File: src/rtl/count_strobe_pkg.sv
// count_strobe_pkg: shared types and default widths for count_strobe_gen.
package count_strobe_pkg;

   localparam int CNT_W_DEF = 32;
   localparam int TAP_W_DEF = 5;
   localparam int EVT_W_DEF = 16;

   // ARM sits between IDLE and RUN so the tap register can reload before
   // edges are allowed to fire.
   typedef enum logic [1:0] {
      IDLE = 2'd0,
      ARM  = 2'd1,
      RUN  = 2'd2
   } state_t;

endpackage

File: src/rtl/tap_edge_det.sv
// tap_edge_det: selects one bit of the divider count (clamped to the top
// bit when tap_sel is out of range), registers it every cycle, and flags a
// raw 0->1 transition. The raw flag is qualified by the caller.
module tap_edge_det
   import count_strobe_pkg::*;
#(
   parameter int CNT_W = CNT_W_DEF,
   parameter int TAP_W = TAP_W_DEF
) (
   input  logic             clk,
   input  logic             rst,
   input  logic [CNT_W-1:0] count,
   input  logic [TAP_W-1:0] tap_sel,
   output logic             edge_raw
);

   logic [TAP_W-1:0] sel;
   logic             tap_bit;
   logic             tap_q;

   // Clamp out-of-range selects onto the most significant count bit.
   always_comb begin
      sel = tap_sel;
      if (int'(tap_sel) >= CNT_W) begin
         sel = TAP_W'(CNT_W - 1);
      end
   end

   // Tap mux written as a compare loop so any CNT_W/TAP_W pairing stays legal.
   always_comb begin
      tap_bit = 1'b0;
      for (int i = 0; i < CNT_W; i++) begin
         if (sel == TAP_W'(i)) begin
            tap_bit = count[i];
         end
      end
   end

   // Previous tap value, sampled every cycle regardless of FSM state.
   always_ff @(posedge clk) begin
      if (rst) begin
         tap_q <= 1'b0;
      end else begin
         tap_q <= tap_bit;
      end
   end

   assign edge_raw = tap_bit & ~tap_q;

endmodule

File: src/rtl/count_strobe_gen.sv
// count_strobe_gen: turns a free-running divider count into a one-cycle
// strobe on each rising edge of a selectable tap bit, with a blink toggle
// and a strobe tally. Build option COUNT_STROBE_SAT_EN makes the tally
// saturate instead of wrapping.
module count_strobe_gen
   import count_strobe_pkg::*;
#(
   parameter int CNT_W = CNT_W_DEF,
   parameter int TAP_W = TAP_W_DEF,
   parameter int EVT_W = EVT_W_DEF
) (
   input  logic             clk,
   input  logic             rst,
   input  logic [CNT_W-1:0] count,
   input  logic             en,
   input  logic [TAP_W-1:0] tap_sel,
   output logic             strobe,
   output logic             blink,
   output logic [EVT_W-1:0] evt_count,
   output logic             busy
);

   state_t           state;
   logic [TAP_W-1:0] sel_q;
   logic             edge_raw;
   logic             sel_same;
   logic             fire;

   tap_edge_det #(
      .CNT_W (CNT_W),
      .TAP_W (TAP_W)
   ) u_tap (
      .clk      (clk),
      .rst      (rst),
      .count    (count),
      .tap_sel  (tap_sel),
      .edge_raw (edge_raw)
   );

   // A changed select means tap_q holds a bit from the old tap, so the edge
   // compare is meaningless this cycle.
   assign sel_same = (tap_sel == sel_q);
   assign fire     = (state == RUN) & edge_raw & sel_same;

   // Registered copy of the raw select, used to detect tap changes.
   always_ff @(posedge clk) begin
      if (rst) begin
         sel_q <= '0;
      end else begin
         sel_q <= tap_sel;
      end
   end

   // Run-control FSM; busy is registered alongside the state it mirrors.
   always_ff @(posedge clk) begin
      if (rst) begin
         state <= IDLE;
         busy  <= 1'b0;
      end else begin
         case (state)
            IDLE: begin
               if (en) begin
                  state <= ARM;
                  busy  <= 1'b1;
               end
            end
            ARM: begin
               if (en) begin
                  state <= RUN;
                  busy  <= 1'b1;
               end else begin
                  state <= IDLE;
                  busy  <= 1'b0;
               end
            end
            RUN: begin
               if (!en) begin
                  state <= IDLE;
                  busy  <= 1'b0;
               end else if (!sel_same) begin
                  state <= ARM;
                  busy  <= 1'b1;
               end
            end
            default: begin
               state <= IDLE;
               busy  <= 1'b0;
            end
         endcase
      end
   end

   // Strobe, blink and tally all follow the qualified edge by one cycle.
   always_ff @(posedge clk) begin
      if (rst) begin
         strobe    <= 1'b0;
         blink     <= 1'b0;
         evt_count <= '0;
      end else begin
         strobe <= fire;
         if (fire) begin
            blink <= ~blink;
`ifdef COUNT_STROBE_SAT_EN
            if (evt_count != {EVT_W{1'b1}}) begin
               evt_count <= evt_count + EVT_W'(1);
            end
`else
            evt_count <= evt_count + EVT_W'(1);
`endif
         end
      end
   end

endmodule

File: config.mk
export PLATFORM = sky130hd
export DESIGN_NAME = count_strobe_gen
export DESIGN_NICKNAME = d
export VERILOG_FILES = /design/src/rtl/count_strobe_pkg.sv /design/src/rtl/tap_edge_det.sv /design/src/rtl/count_strobe_gen.sv
export SDC_FILE = /design/constraint.sdc
export NUM_CORES = 1
export LEC_CHECK = 0
export BUFFER_PORTS_ARGS = -buffer_cell sky130_fd_sc_hd__buf_2
export CAP_MARGIN = 10
export CORE_ASPECT_RATIO = 1.5
export CORE_MARGIN = 1.5
export CORE_UTILIZATION = 32
export CTS_CLUSTER_DIAMETER = 50
export DETAILED_ROUTE_END_ITERATION = 10
export GPL_ROUTABILITY_DRIVEN = 0
export SYNTH_ARGS = -nofsm -noshare
export SYNTH_HDL_FRONTEND = slang
export SYNTH_SLANG_ARGS = --single-unit
File: constraint.sdc
create_clock -name clk -period 2.4 [get_ports clk]
set_input_delay 0 -clock clk [delete_from_list [all_inputs] [get_ports clk]]
set_output_delay 0 -clock clk [all_outputs]
set_load 0.02 [all_outputs]
# After elaboration in Yosys (flattened, before gate mapping)
# Index checks and enable logic that the tools add are counted.
# totals
regBits	27
inputBits	40
wordCells	94
# op_classes
n_addsub	1
n_eq_ne	36
muxes	42
n_bitwise	5
n_reduce_logical	3
# op_table
operator	count
5-bit equality test (second input constant)	16
5-bit by 4-bit equality test with 1-bit output (second input constant)	8
1-bit 2-to-1 mux	36
5-bit by 3-bit equality test with 1-bit output (second input constant)	4
16-bit by 1-bit adder with 16-bit output (second input constant)	1
5-bit by 2-bit equality test with 1-bit output (second input constant)	2
2-bit 2-to-1 mux	4
2-bit case mux with 3 select lines	1
5-bit by 1-bit equality test with 1-bit output (second input constant)	1
5-bit equality test	1
5-bit logical NOT	1
1-bit bitwise AND	3
3-bit inequality test (second input constant)	1
1-bit case mux with 3 select lines	1
2-bit by 1-bit equality test with 1-bit output (second input constant)	1
2-bit equality test (second input constant)	1
2-bit logical NOT	1
2-bit inequality test (second input constant)	1
1-bit inverter	2
2-bit AND reduction	1

# Depth between registers and ports, before layout
# depth
ltp_word	36
ltp_mapped	11
mapped_depth_nobuf	7

# By module
# From an unflattened synthesis, not the netlist that was laid out.
# hier_totals
cells_unflattened	230
hier_area_um2	1906.8
# by_module_without_submodules
module	n_inst	cells_per_inst	area_each_um2
count_strobe_gen	1	149	1345.0
tap_edge_det	1	81	561.8

# Worst setup path before layout
# No wires, ideal clock.
# synth_path
kind	reg2reg
startpoint	register evt_count[0]
endpoint	register evt_count[12]
setup_ns	0.070
t_arrival_ns	1.908
setup_slack_ns	0.421
stages_incl_launch_ff	9
period_less_slack_ns	1.979
path_cell_list	dfxtp_1 ha_1 nand3_1 or2_2 clkbuf_1 nor2_1 nand3_1 or3_1 a21oi_1
# synth_via
elab_chain_cells	1
# synth_rtl
element	line_no	text
start: declaration	count_strobe_gen.sv:19	output logic [EVT_W-1:0] evt_count,
start signal: assignment	count_strobe_gen.sv:108	evt_count <= evt_count + EVT_W'(1);
16-bit by 1-bit adder with 16-bit output	count_strobe_gen.sv:108	
# Every way passes these cells.
# A chain may end at the register's enable or synchronous reset.

# Worst setup path after layout
# layout_path
startpoint	input port tap_sel[1]
endpoint	register evt_count[10]
# layout_via
elab_chain_cells	36
word_cells_on_any_way	68
# layout_rtl
element	line_no	text
start: declaration	count_strobe_gen.sv:16	input logic [TAP_W-1:0] tap_sel,
5-bit logical NOT	tap_edge_det.sv:33	if (sel == TAP_W'(i)) begin
1-bit 2-to-1 mux (32 in a row)	tap_edge_det.sv:33	
1-bit bitwise AND	tap_edge_det.sv:48	assign edge_raw = tap_bit & ~tap_q;
1-bit bitwise AND	count_strobe_gen.sv:43	assign fire = (state == RUN) & edge_raw & sel_same;
1-bit bitwise AND *	count_strobe_gen.sv:43	
# Every way passes the cells marked *; elsewhere a longest branch is shown, timed or not.

==> results.tsv <==
metric	value	unit
status	finished, final reports clean	
1st-pass router iterations	4	
drt wl/cell	11.5	um
Hold Buf Count CTS	0	
CP arrival	2.15	ns
largest cells by area after synthesis	dfxtp_1 30%, a21oi_1 6.6%, or3_1 5.2%	
CTS tree	built	
Vias	1747	
drt first-iter violations	82	
Unique masters post-synth	49	
Worst-path clk slew	0.10	ns
Worst IR Drop VDD	207	uV
Mapped Nets	265	
Final Cycle Share	80.8	%
#FFs+latches synth	27	
Die X-Extent	64.5	um
dominant cell type by area after synthesis	dfxtp_1	
HPWL Detailed	2.99	mm
largest net degree at the start of global routing	32	
I/O pins	59	
# setup viols final	0	
pre-CTS setup slack	0.165	ns
Post-synth EDFFs	0	
H-tree Lvls	1	
crit start category	input port	
Worst-Skew Late Latency	0.27	ns
I/O Buffers	58	
post_cts resized	0	
FMAX	0.516	GHz
Die ar.	0.00614	mm2
vias in the first global route	1559	
sequential fraction of the synthesis area	29.8	%
Residual DRC	0	
R2R Setup Slk	0.48	ns
Final Power	906	uW
initial antenna violation count	0	
post-CTS setup buffers	0	
required time of the critical path	2.61	ns
max-slew violations	0	
Top FF cell, synth	dfxtp_1	
row cnt	33	
RSZ-0062 raised after global routing	no	
Layout area overhead	19.3	%
Worst Hold Class	input port to flip-flop	
CTS sink count	27	
Inserted Clock Buffers	3	
CTS root buf	clkbuf_8	
ant diodes	0	
final hold vios	0	
Worst Setup End Kind	flip-flop	
commonest non-fill, non-tap cell in the layout	buf_2	
PD cells	419	mW/mm2
post-detailed-routing wire length	3.90	mm
Mapped Cells	220	
nets	314	
worst-path fanout max	31	
FFs w/ async S/R, synth	0	%
Initial Utilization	33.3	%
core area	0.00545	mm2
worst setup margin	0.461	ns
yosys warns	0	
worst relative slew slack	67.1	%
Clock Path Buffers	2	
post-synth top area share	29.8	%
share of cells above drive strength 1	28.0	%
kind of critical path	input port to flip-flop	
DR vias/cell	5.17	
Final ANT Viol Nets	0	
Die H	95.3	um
hold slack final	0.0640	ns
Max-cap violations	0	
synthesized cell area	0.00182	mm2
Setup TNS	0	ns
most frequent cells in the layout	58 x buf_2, 27 x dfxtp_1, 24 x a21oi_1	
GRT Total Usage	12.9	%
skew final	0.0132	ns
Worst Max-Slew Pin Slew	0.489	ns
fin crit period	1.94	ns
first-pass GRT wire length	6.54	mm
grt total ovfl	0	
Leak	0.896	nW
Avg Cell Area, Syn	8.25	um2
## per-layer routing
metal  up-vias  track usage (%)  routed length (um)
li1        901                -                   -
met1       803             14.8                1720
met2        41             24.8                1990
met3         2             1.42                 146
met4         0             3.72                  39
met5         -                0                   0
## critical path, cell delays in order
cell	delay, ns
buf_2	0.36
nor4bb_1	0.34
nor4_1	0.10
nor3_1	0.14
a32o_1	0.30
o311ai_4	0.11
buf_12	0.18
or4_1	0.47
a21oi_1	0.14
## Yosys cell counts, types with 6 or more instances
library cell and count:
a21oi_1 24, clkbuf_1 6, dfxtp_1 27, inv_1 8, mux2i_1 7, nand2_1 17
nand3_1 6, nor2_1 13, nor3_1 6, o21ai_0 7, o21ai_1 8, or3_1 15
xor2_1 7
## registers in the layout (all words and copies together) (netlist names)
register,count
blink,1
sel_q,5
busy,1
strobe,1
state,2
u_tap.tap_q,1
evt_count,16
## through the flow
stage / utilization [%] / cells / cell area, um2
final: 39.7 / 338 / 2170
after global routing: 39.7 / 338 / 2170
after CTS: 39.7 / 338 / 2170
after detailed placement: 38.8 / 334 / 2120
after global placement: 38.8 / 334 / 2120
after floorplan: - / 220 / 1820
## power by group
| group | internal [mW] | switching [mW] |
|---|---|---|
| clock | 0.118 | 0.143 |
| combinational | 0.0831 | 0.0948 |
| sequential | 0.461 | 0.00728 |
| total | 0.661 | 0.245 |
## logic make-up after synthesis
logic type	Yosys count	share of synthesized area [%]
xor gates and xnor gates	7	3.38
buffers and inverters	25	7.58
DFF	27	29.8
and+or+nand+nor	85	25.7
muxes	12	7.58
adders and majority gates	5	3.45
AOI/OAI and AO/OA	59	22.5
## final timing paths
path               from             to  cells past startpoint
max          tap_sel[1]  evt_count[10]                      9
min                  en       state[1]                      3
max reg2reg    sel_q[4]  evt_count[10]                      8
min reg2reg        busy           busy                      2
## final cells by class
class,count,area (um2)
inverter,9,33.8
multi-input combinational,168,1140
fill,602,3280
timing repair buffer,60,318
clock buffer,3,41.3
clock inverter,1,7.51
sequential,27,541
tap,70,87.6
Power figures use the tool's default switching activity.
